`config.mk`:
```
export PLATFORM = sky130hd
export DESIGN_NAME = booth_divide_fsmd
export DESIGN_NICKNAME = d
export VERILOG_FILES = /design/src/rtl/booth_divide_fsmd_pkg.sv /design/src/rtl/booth_divide_fsmd_sign_fix.sv /design/src/rtl/booth_divide_fsmd.sv
export SDC_FILE = /design/constraint.sdc
export NUM_CORES = 1
export LEC_CHECK = 0
export BUFFER_PORTS_ARGS = -buffer_cell sky130_fd_sc_hd__buf_2
export CAP_MARGIN = 25
export CORE_ASPECT_RATIO = 0.5
export CORE_MARGIN = 4
export CORE_UTILIZATION = 30
export DETAILED_ROUTE_END_ITERATION = 6
export PLACE_DENSITY_LB_ADDON = 0.05
export SETUP_SLACK_MARGIN = 0.3
export SLEW_MARGIN = 20
export SYNTH_ARGS = -nofsm -noshare
export SYNTH_HDL_FRONTEND = slang
export SYNTH_SLANG_ARGS = --single-unit
```
`constraint.sdc`:
```
create_clock -name clk_i -period 2.88 [get_ports clk_i]
set_input_delay 0.864 -clock clk_i [delete_from_list [all_inputs] [get_ports clk_i]]
set_output_delay 0.864 -clock clk_i [all_outputs]
set_load 0.01 [all_outputs]
```
`src/rtl/booth_divide_fsmd_pkg.sv`:
```
// Shared constants, FSMD state encoding and sign/magnitude helper for the arithmetic FSMDs.
// The Booth multiplier reuses ARITH_DATA_SIZE as its width.
package arith_fsmd_pkg;

    localparam int ARITH_DATA_SIZE = 8;
    localparam int ARITH_MAX_W     = 64;

    typedef enum logic [1:0] {
        ST_IDLE      = 2'b00,
        ST_NORMALIZE = 2'b01,
        ST_ITERATE   = 2'b10,
        ST_FINISH    = 2'b11
    } fsmd_state_e;

    // Callers sign-extend into the wide argument and truncate the result.
    // This keeps one helper usable for any operand width.
    function automatic logic [ARITH_MAX_W-1:0] sign_mag(input logic signed [ARITH_MAX_W-1:0] v);
        return v[ARITH_MAX_W-1] ? -v : v;
    endfunction

endpackage

```
`src/rtl/booth_divide_fsmd_sign_fix.sv`:
```
// Combinational sign correction for the divider: applies result signs and special-case overrides.
// A zero divisor forces an all-ones quotient; the remainder then equals the dividend naturally.
module div_sign_fix
    import arith_fsmd_pkg::*;
#(
    parameter int DATA_SIZE = ARITH_DATA_SIZE
) (
    input  logic [DATA_SIZE-1:0] q_mag_i,
    input  logic [DATA_SIZE-1:0] r_mag_i,
    input  logic                 q_neg_i,
    input  logic                 r_neg_i,
    input  logic                 div_by_zero_i,
    input  logic                 overflow_i,
    output logic [DATA_SIZE-1:0] quotient_o,
    output logic [DATA_SIZE-1:0] remainder_o,
    output logic                 div_by_zero_o,
    output logic                 overflow_o
);

    always_comb begin
        quotient_o    = q_neg_i ? -q_mag_i : q_mag_i;
        remainder_o   = r_neg_i ? -r_mag_i : r_mag_i;
        div_by_zero_o = div_by_zero_i;
        overflow_o    = overflow_i & ~div_by_zero_i;
        if (div_by_zero_i) begin
            quotient_o = '1;
        end
    end

endmodule

```
`src/rtl/booth_divide_fsmd.sv`:
```
// Multi-cycle signed restoring divider FSMD: one shift-subtract step per cycle, DATA_SIZE+3 cycles per result.
// Defining BOOTH_DIVIDE_DEBUG_EN adds register tap ports (state, count, remainder, quotient shifter).
module booth_divide_fsmd
    import arith_fsmd_pkg::*;
#(
    parameter int DATA_SIZE = ARITH_DATA_SIZE
) (
    input  logic                 clk_i,
    input  logic                 reset_i,
    input  logic                 enable_i,
    input  logic [DATA_SIZE-1:0] dividend_i,
    input  logic [DATA_SIZE-1:0] divisor_i,
    output logic                 busy_o,
    output logic                 data_valid_o,
    output logic [DATA_SIZE-1:0] quotient_o,
    output logic [DATA_SIZE-1:0] remainder_o,
    output logic                 div_by_zero_o,
    output logic                 overflow_o
`ifdef BOOTH_DIVIDE_DEBUG_EN
    ,
    output logic [1:0]           current_state_o,
    output logic [7:0]           count_debug,
    output logic [DATA_SIZE-1:0] rem_debug,
    output logic [DATA_SIZE-1:0] q_debug
`endif
);

    localparam int                   CW       = $clog2(DATA_SIZE);
    localparam logic [CW-1:0]        CNT_LAST = CW'(DATA_SIZE - 1);
    localparam logic [DATA_SIZE-1:0] MOST_NEG = {1'b1, {(DATA_SIZE-1){1'b0}}};

    fsmd_state_e          state_q, state_d;
    logic [CW-1:0]        count_q, count_d;
    logic [DATA_SIZE:0]   r_q, r_d;
    logic [DATA_SIZE-1:0] q_q, q_d;
    logic [DATA_SIZE-1:0] dvs_q, dvs_d;
    logic                 qsign_q, qsign_d;
    logic                 rsign_q, rsign_d;
    logic                 dbz_q, dbz_d;
    logic                 ovf_q, ovf_d;
    logic                 valid_q, valid_d;
    logic [DATA_SIZE-1:0] quo_q, quo_d;
    logic [DATA_SIZE-1:0] rem_q, rem_d;
    logic                 dbz_out_q, dbz_out_d;
    logic                 ovf_out_q, ovf_out_d;

    logic [DATA_SIZE+1:0] shifted;
    logic [DATA_SIZE+1:0] trial;
    logic [DATA_SIZE-1:0] q_mag;
    logic [DATA_SIZE-1:0] dvs_mag;
    logic [DATA_SIZE-1:0] fix_quo;
    logic [DATA_SIZE-1:0] fix_rem;
    logic                 fix_dbz;
    logic                 fix_ovf;

    // Operands are held raw until NORMALIZE; the most-negative value maps to 2^(N-1) unsigned.
    assign q_mag   = DATA_SIZE'(sign_mag(ARITH_MAX_W'($signed(q_q))));
    assign dvs_mag = DATA_SIZE'(sign_mag(ARITH_MAX_W'($signed(dvs_q))));

    // r_q[DATA_SIZE] is always zero here; the extra top bit makes the trial sign bit exact.
    assign shifted = {r_q, q_q[DATA_SIZE-1]};
    assign trial   = shifted - {2'b00, dvs_q};

    div_sign_fix #(
        .DATA_SIZE(DATA_SIZE)
    ) u_sign_fix (
        .q_mag_i      (q_q),
        .r_mag_i      (r_q[DATA_SIZE-1:0]),
        .q_neg_i      (qsign_q),
        .r_neg_i      (rsign_q),
        .div_by_zero_i(dbz_q),
        .overflow_i   (ovf_q),
        .quotient_o   (fix_quo),
        .remainder_o  (fix_rem),
        .div_by_zero_o(fix_dbz),
        .overflow_o   (fix_ovf)
    );

    always_comb begin
        state_d   = state_q;
        count_d   = count_q;
        r_d       = r_q;
        q_d       = q_q;
        dvs_d     = dvs_q;
        qsign_d   = qsign_q;
        rsign_d   = rsign_q;
        dbz_d     = dbz_q;
        ovf_d     = ovf_q;
        valid_d   = valid_q;
        quo_d     = quo_q;
        rem_d     = rem_q;
        dbz_out_d = dbz_out_q;
        ovf_out_d = ovf_out_q;

        case (state_q)
            ST_IDLE: begin
                valid_d = 1'b0;
                if (enable_i) begin
                    q_d     = dividend_i;
                    dvs_d   = divisor_i;
                    qsign_d = dividend_i[DATA_SIZE-1] ^ divisor_i[DATA_SIZE-1];
                    rsign_d = dividend_i[DATA_SIZE-1];
                    dbz_d   = (divisor_i == '0);
                    ovf_d   = (dividend_i == MOST_NEG) && (divisor_i == '1);
                    state_d = ST_NORMALIZE;
                end
            end
            ST_NORMALIZE: begin
                q_d     = q_mag;
                dvs_d   = dvs_mag;
                r_d     = '0;
                count_d = CNT_LAST;
                state_d = ST_ITERATE;
            end
            ST_ITERATE: begin
                if (!trial[DATA_SIZE+1]) begin
                    r_d = trial[DATA_SIZE:0];
                    q_d = {q_q[DATA_SIZE-2:0], 1'b1};
                end else begin
                    r_d = shifted[DATA_SIZE:0];
                    q_d = {q_q[DATA_SIZE-2:0], 1'b0};
                end
                count_d = count_q - CW'(1);
                if (count_q == '0) begin
                    state_d = ST_FINISH;
                end
            end
            ST_FINISH: begin
                quo_d     = fix_quo;
                rem_d     = fix_rem;
                dbz_out_d = fix_dbz;
                ovf_out_d = fix_ovf;
                valid_d   = 1'b1;
                state_d   = ST_IDLE;
            end
            default: begin
                state_d = ST_IDLE;
            end
        endcase
    end

    always_ff @(posedge clk_i) begin
        if (reset_i) begin
            state_q   <= ST_IDLE;
            count_q   <= '0;
            r_q       <= '0;
            q_q       <= '0;
            dvs_q     <= '0;
            qsign_q   <= 1'b0;
            rsign_q   <= 1'b0;
            dbz_q     <= 1'b0;
            ovf_q     <= 1'b0;
            valid_q   <= 1'b0;
            quo_q     <= '0;
            rem_q     <= '0;
            dbz_out_q <= 1'b0;
            ovf_out_q <= 1'b0;
        end else begin
            state_q   <= state_d;
            count_q   <= count_d;
            r_q       <= r_d;
            q_q       <= q_d;
            dvs_q     <= dvs_d;
            qsign_q   <= qsign_d;
            rsign_q   <= rsign_d;
            dbz_q     <= dbz_d;
            ovf_q     <= ovf_d;
            valid_q   <= valid_d;
            quo_q     <= quo_d;
            rem_q     <= rem_d;
            dbz_out_q <= dbz_out_d;
            ovf_out_q <= ovf_out_d;
        end
    end

    assign busy_o        = (state_q != ST_IDLE);
    assign data_valid_o  = valid_q;
    assign quotient_o    = quo_q;
    assign remainder_o   = rem_q;
    assign div_by_zero_o = dbz_out_q;
    assign overflow_o    = ovf_out_q;

`ifdef BOOTH_DIVIDE_DEBUG_EN
    assign current_state_o = state_q;
    assign count_debug     = 8'(count_q);
    assign rem_debug       = r_q[DATA_SIZE-1:0];
    assign q_debug         = q_q;
`endif

endmodule

```
; ---- Word-level counts from Yosys, hierarchy flattened
; Index checks and enable logic that the tools add are counted.
[totals]
ff_bits = 53
elab_cells = 66
[op_classes]
n_addsub = 6
n_eq_ne = 9
mux = 17
bitwise_logic = 3
n_reduce_logical = 15
[op_table]
columns = op, n
row1 = $mux 8, 7
row2 = $neg 8->8, 4
row3 = $pmux 8 s3, 1
row4 = $pmux 9 s2, 1
row5 = $eq 8x8->1 const B, 2
row6 = $pmux 8 s2, 1
row7 = $sub 10x8->10, 1
row8 = $mux 9, 1
row9 = $logic_not 8->1, 1
row10 = $ne 2x2->1 const B, 4
row11 = $pmux 2 s4, 1
row12 = $reduce_and 2->1, 4
row13 = $reduce_bool 2->1, 4
row14 = $pmux 3 s2, 1
row15 = $reduce_and 3->1, 2
row16 = $eq 2x2->1 const B, 2
row17 = $mux 2, 2
row18 = $logic_not 3->1, 1
row19 = $reduce_bool 3->1, 1
row20 = $sub 3x1->3 const B, 1
row21 = $eq 2x1->1 const B, 1
row22 = $logic_not 2->1, 1
row23 = $pmux 1 s2, 1
row24 = $and 1x1->1, 1
row25 = other kinds (4), 4

; ---- Logic depth before layout (Yosys ltp)
; Gate-level depths: netlist (run 1).
[depth]
depth_word = 3
depth_mapped = 9
mapped_depth_nobuf = 9

; ---- Modules after synthesis
; Synthesis (run 1) repeated with hierarchy kept, for this count alone.
[hier_totals]
hier_cells = 423
hier_area_um2 = 3414.5
[modules_own_cells]
columns = module, instances, cells_per_inst, area_per_inst_um2, seq_area_each_um2
row1 = booth_divide_fsmd, 1, 366, 3047.9, 1061.0
row2 = div_sign_fix, 1, 57, 366.6, 0.0

; ---- Worst setup path before layout (run 1)
; OpenSTA, ideal clock, no wires.
[synth_timing]
path_type = reg2reg
start = register q_q[7]
end = register r_q[6]
setup_ps = 120
arrival_time_ps = 1895
setup_slack_ps = 866
stages_incl_launch_ff = 10
cell_sequence = dfxtp_1 inv_1 ha_1 inv_1 fa_1 a21o_1 a31o_1 a21oi_1 xnor2_1 a211o_1
[synth_between]
elab_chain_len = 3
[synth_rtl]
columns = element, line
row1 = start: declaration, booth_divide_fsmd.sv:35  ; logic [DATA_SIZE-1:0] q_q, q_d;
row2 = start signal: assignment, booth_divide_fsmd.sv:162  ; q_q <= q_d;
row3 = $sub 10x8->10, booth_divide_fsmd.sv:62  ; assign trial = shifted - {2'b00, dvs_q};
row4 = $mux 9, booth_divide_fsmd.sv:116  ; if (!trial[DATA_SIZE+1]) begin
row5 = $pmux 9 s2, booth_divide_fsmd.sv:95  ; case (state_q)
row6 = end signal: assignment, booth_divide_fsmd.sv:161  ; r_q <= r_d;
row7 = end: declaration, booth_divide_fsmd.sv:34  ; logic [DATA_SIZE:0] r_q, r_d;
; Every way passes these cells.
; A chain may end at the register's enable or synchronous reset.

; ---- Worst setup path in the final report (run 1)
[layout_timing]
start = register q_q[7]
end = register r_q[8]
; Same word-level chain as after synthesis.

==> results of run 1 <==
## cell type report
class	count	area share (%)
Tap cell	140	4.64
Sequential cell	53	28.1
Inverter	31	3.08
Clock buffer	5	3.32
Clock inverter	3	0.697
Timing Repair Buffer	42	5.84
Multi-Input combinational cell	304	54.3
## power groups by stage
stage	Combinational (mW)	Clock, mW	Sequential (mW)
2_1_floorplan	1.59	0	1.02
3_3_place_gp	2.00	0	1.10
3_5_place_dp	2.00	0	1.10
4_1_cts	2.00	0.674	1.09
5_1_grt	2.26	0.701	1.11
6_report	2.00	0.642	1.09
## worst max-delay path: stages, from the launching register on
cell	delay [ns]
dfxtp_1	0.42
inv_1	0.17
ha_1	0.18
inv_1	0.05
fa_1	0.41
a21o_1	0.19
a31o_1	0.24
o22ai_1	0.32
o211a_1	0.21
nand3_1	0.07
## routing by layer
metal / up-vias / track usage [%]
met2: 47 / 23.1
met3: 6 / 3.33
met4: 0 / 3.03
li1: 1530 / -
met5: - / 0
met1: 1376 / 21.9
## synth_stat cells (8+ instances only)
cell type	instances	area share (%)
a22oi_1	8	1.8
nand2_1	25	2.8
ha_1	18	6.8
a211oi_1	14	3.2
o21ai_0	13	2.0
clkbuf_1	15	1.7
inv_1	31	3.5
nand2b_1	10	1.9
nor3_1	8	1.2
dfxtp_1	53	32
a21oi_1	23	3.5
nor2_1	55	6.2
nand3_1	16	2.4
xnor2_1	15	4.0
## placed cells by master (no fill, tap or decap), types with 10 or more instances in the layout
cell type / n
nand2_1: 25
buf_2: 38
nand2b_1: 10
inv_1: 31
a21oi_1: 22
nand3_1: 16
nor2_1: 55
a211oi_1: 14
dfxtp_1: 53
o21ai_0: 13
xnor2_1: 15
ha_1: 18
## sequential cells by signal (all words and copies together), names as in the netlist
name,cells
overflow_o,1
data_valid_o,1
ovf_q,1
dvs_q,8
rsign_q,1
count_q,3
div_by_zero_o,1
q_q,8
r_q,9
quotient_o,8
dbz_q,1
qsign_q,1
state_q,2
remainder_o,8
## repair_timing
item | 4_1_cts | 5_1_grt
endpoints found under the hold margin | 0 | 0
buffers inserted | 0 | 0
endpoints found under the setup margin | 0 | 4
gates resized for setup | 0 | 1
## worst max path at each step
stage                     startpoint     end  slack [ns]  cells after the start
after global routing      state_q[0]  q_q[3]        0.32                      7
after detailed placement    enable_i  q_q[0]        0.47                      6
after floorplan               q_q[7]  r_q[6]        0.87                      9
final                         q_q[7]  r_q[8]        0.51                      9
after CTS                     q_q[7]  r_q[6]        0.52                      9
after global placement        q_q[7]  r_q[6]        0.53                      9
## stage by stage
step,hold slack (ns),setup slack (ns),instances,instance area [µm²],power [mW]
3_3_place_gp,0.466,0.532,570,3620,3.10
5_1_grt,0.506,0.318,578,3770,4.08
4_1_cts,0.487,0.525,578,3770,3.76
2_1_floorplan,0.455,0.866,410,3310,2.61
3_5_place_dp,0.476,0.469,570,3620,3.10
6_report,0.484,0.507,578,3770,3.73
## cell families after synthesis
kind of cell	Yosys count
compound gates	110
buf+inv	53
simple gates	148
xor+xnor	20
mux	7
fa+ha+maj	19
flops	53
==> impl_results.md, run 1 <==
* Seq/Total Area, Yosys at between 30% and 40%
* Routability cong. at roughly 0.76
* DRC at 0
* Synth warnings at 0
* Worst Hold Path Cells at 2
* FFs w/ async S/R, synth at 0%
* Post-detail-place hpwl at 7160 µm
* Met2 routed WL at ~3800 µm
* Initial Util at a little under a third
* Multi-input gate area at 0.00205 mm²
* Setup TNS at 0 ns
* Io pins at 39
* Simple-gate area share of the yosys netlist at 21.8%
* Die Area at ~0.013 mm²
* Unrepaired setup endpoints after global routing: no
* Minimum clock period at between 2 and 2.5 ns
* CP Capture Type: flop
* End of the worst register-to-register path: r_q[8]
* P&R area growth vs syn at 14.0%
* Syn nets at 448
* Max Used Layer: met4
* Share of cells above drive strength 1 at 15.5%
* WL/cell at 16.1 µm
* Post-Route WL at around 9300 µm
* Die height at 82.3 µm
* Worst setup SP type: flop
* FF/Latch Area at 0.00106 mm²
* Worst EP arrival at 2.55 ns
* Clk slew on worst S/H paths at approximately 0.080 ns
* Mapped Area at 0.00331 mm²
* Initial antenna violation count at 0
* Diodes inserted at 0
* Final slew viol count at 0
* Post-Synth Adder-Cell Area at 7.41%
* Sequential share of power at 29.1%
* Worst Tran Pin Value at 0.803 ns
* Final setup skew at 0.00640 ns
* Synth Area in Compound Gates at 25.2%
* CTS Buf Count at 5
* DR iter-0 viols at 165
* CP Max Fanout at 7
* Die Wd at roughly 160 µm
* Main synth FF type: dfxtp_1
* Via density at approximately 5.1
* # H-tree levels at 2
* Clock tree buffer depth at 2
* Sw Pwr at about 1.7 mW
* Peak Freq at 0.421 GHz
* Vias in the first global route at 2843
* Worst slew margin at 46.4%
* LEAKAGE at 1.49 nW
* Worst skew pair latency at 0.30 ns
* Gr ovfl total at 0
* DRT antenna net count at 0
* HP Start: remainder_o[3]
* Core Area at 0.0105 mm²
* Clock power frac at 17.2%
* Comb pwr share at 53.6%
* Worst min-delay path class: reg -> reg
* Setup violators final at 0
* Hold Fails Final Rpt at 0
* Multiplexer share of the synthesized area at 2.12%
* Largest net degree at the start of global routing at 45
* EDFF count, synth at 0
* Power Dens Cells at 988 mW/mm²
* Gate Count Post-Synth at just over 400
* Internal Pwr Total at 2.05 mW
* Max cap viols at 0
* Reg-to-reg setup timing slack at 0.51 ns
* Tcrit/Tclk final at 82.4%
* I/O Buffers at 38
* Hold-fix buffers, CTS at 0
* WL met1 at between 4000 and 5000 µm
* Total track usage at 15.1%
* Via count at 2959
* CTS tree: built
* Post-synthesis register bit count at 53
* Met3 routed WL at about 510 µm
* Clock root cell: clkbuf_16
* Worst hold path endpoint: remainder_o[3]
* Synth Area in XOR/XNOR at 5.30%
* Sw frac at between 40% and 50%
* Worst r2r path cells at 9
* First-pass GRT wire length at around 15000 µm
* Critical Path RT at 3.06 ns
* Syn_area_per_cell at 8.07 µm²
* Status: complete, no violations
* Count of different cell masters after synthesis at 65
* Row count at 26
* Largest family of logic cells by synthesized area: compound AO/OA/AOI/OAI gates
* Core Util, Final at 36.0%
* Maximum vdd ir drop at 0.397 mV
* Clk sinks at 53
* Layout Nets at 475
* FILL cells at 1107
* Iteration count of the initial detailed-routing pass at 4
* FF-to-FF Start: q_q[7]
* Crit path kind: reg -> reg
Note: power is estimated with default switching activity, not from simulation.
==> run 2: changes to the inputs <==
==> constraint.sdc (replaced) <==
create_clock -name clk_i -period 2.3 [get_ports clk_i]
set_input_delay 0.69 -clock clk_i [delete_from_list [all_inputs] [get_ports clk_i]]
set_output_delay 0.69 -clock clk_i [all_outputs]
set_load 0.01 [all_outputs]
==> run 2 against run 1 <==
Net effect: clock skew decreased by 0.0012 ns; clock power is 28% higher; highest routed layer unchanged; critical path type unchanged; utilization up 4.1 points; cell area up 11%; cell count is 4.2% higher.
==> impl_results.md, run 2 (same netlist as run 1, synthesis figures left out) <==
* Status: complete, no violations
* Placed cells at between 500 and 600
* Biggest register: r_q
* Die height at between 80 and 90 µm
* Commonest cells after routing, fill and taps aside: 55 x nor2_1, 38 x dfxtp_1, 38 x buf_2, 27 x inv_1
* Crit path kind: reg -> reg
* Multi-input gate area at 0.00225 mm²
* Total track usage at 15.6%
* # H-tree levels at 2
* Clock root cell: clkbuf_16
* CTS Buf Count at 5
* Reg-to-reg setup timing slack at 0.31 ns
* Finished Layout Cells at ~600
* Critical Path RT at roughly 2.5 ns
* Final slew viol count at 0
* DR iter-0 viols at 184
* CP Max Fanout at 7
* FF/Latch Area at 0.00109 mm²
* Cell family with most CP delay: simple AND/OR/NAND/NOR gates
* DRT antenna net count at 0
* Unrepaired setup endpoints after global routing: yes
* CP max-delay cell: or4_4
* Worst slew margin at roughly 52%
* Io pins at 39
* Clock tree buffer depth at 2
* Minimum clock period at 1.99 ns
* Row count at 26
* Layout Nets at 499
* Vias in the first global route at between 3000 and 4000
* Diodes inserted at 0
* WL/cell at 16.4 µm
* Final setup skew at just over 0.005 ns
* Peak Freq at roughly 0.5 GHz
* Max cap viols at 0
* Clk slew on worst S/H paths at 0.08 ns
* Core Util, Final at 40.1%
* Largest net degree at the start of global routing at 25
* Via density at around 5.2
* First-pass GRT wire length at 16100 µm
* Post-Route WL at 9900 µm
* Setup violators final at 0
* Hold-fix buffers, CTS at 0
* Die Wd at 157 µm
* Initial Util at 31.6%
* FILL cells at 1110
* Total chip power at 5.22 mW
* P&R area growth vs syn at 27.0%
* DRC at 0
* Maximum vdd ir drop at 0.390 mV
* Number of flip-flops under the largest register name at 9
* Hold Fails Final Rpt at 0
* Cells along the critical path: or2_1 -> or4_4 -> nor3_2 -> ha_1 -> a22oi_1 -> a2111o_1 -> a21oi_1
* Worst stage delay on the critical path at 0.44 ns
* Via count at 3141
* Worst Tran Pin Value at between 0.7 and 0.8 ns
* LEAKAGE at 1.64 nW
* Initial antenna violation count at 0
* Worst min-delay path class: reg -> reg
* Core Area at 0.0105 mm²
* Routability cong. at 0.846
* Power Dens Cells at roughly 1200 mW/mm²
* Gr ovfl total at 0
* Share of cells above drive strength 1 at 29.4%
* Worst skew pair latency at 0.30 ns
* Worst setup SP type: flop
* Worst EP arrival at ~2.2 ns
* Setup TNS at 0 ns
* Post-detail-place hpwl at 7420 µm
* Die Area at around 0.013 mm²
* Clk sinks at 53
* CP Capture Type: flop
* CP bufs+invs at 0
* I/O Buffers at 38
* Iteration count of the initial detailed-routing pass at 4
* CTS tree: built
* Tcrit/Tclk final at 86.7%
* Leading cell type in the layout, fill and taps excluded: nor2_1
-- run 2: changes by cell type in the layout (fill, tap and decap cells not counted), sizes merged --
cell    previous run  this run
inv               34        33
buf               42        66
clkinv             0         1
-- run 2: cell type report --
cell class                      count  area share (%)
Timing Repair Buffer               66            9.80
Inverter                           31            2.77
Clock inverter                      3           0.685
Sequential cell                    53            25.9
Tap cell                          140            4.17
Clock buffer                        5            2.98
Multi-Input combinational cell    304            53.7
-- run 2: path summary, 6_finish.rpt --
check	startpoint	depth (start not counted)	endpoint
max	q_q[0]	7	q_q[7]
min	remainder_o[2]	2	remainder_o[2]
max reg2reg	q_q[0]	7	q_q[7]
min reg2reg	remainder_o[2]	2	remainder_o[2]
-- run 2: what timing repair did --
action,4_1_cts,5_1_grt
pin swaps,6,8
setup buffers,1,10
setup endpoints to repair,11,22
resized for setup,33,31
-- run 2: worst reg2reg max path: stages, from the launching register on --
cell      delay [ns]
dfxtp_2         0.35
or2_1           0.25
or4_4           0.44
nor3_2          0.13
ha_1            0.16
a22oi_1         0.07
a2111o_1        0.38
a21oi_1         0.13
-- run 2: metrics by stage --
| stage | hold WS [ns] | worst slack [ns] | instance area (µm²) |
|---|---|---|---|
| finish | 0.491 | 0.305 | 4200 |
| global route | 0.524 | 0.216 | 4200 |
| CTS | 0.495 | 0.313 | 4040 |
| detailed placement | 0.477 | 0.182 | 3720 |
| global placement | 0.472 | 0.222 | 3720 |
| floorplan | 0.455 | 0.304 | 3310 |
-- run 2: power breakdown --
part           internal [mW]  switching [mW]  total (mW)  leakage [nW]
logic                   1.38            1.69        3.07          1.12
clock network          0.419           0.404       0.823        0.0763
registers               1.13           0.202        1.33         0.439
total                   2.92            2.30        5.22          1.64
-- run 2: layer usage --
| layer | vias to the layer above | GRT usage (%) | wire length, µm |
|---|---|---|---|
| li1 | 1572 | - | - |
| met1 | 1491 | 21.6 | 5000 |
| met2 | 66 | 24.1 | 4250 |
| met3 | 12 | 4.27 | 539 |
| met4 | 0 | 3.98 | 116 |
| met5 | - | 0 | 0 |
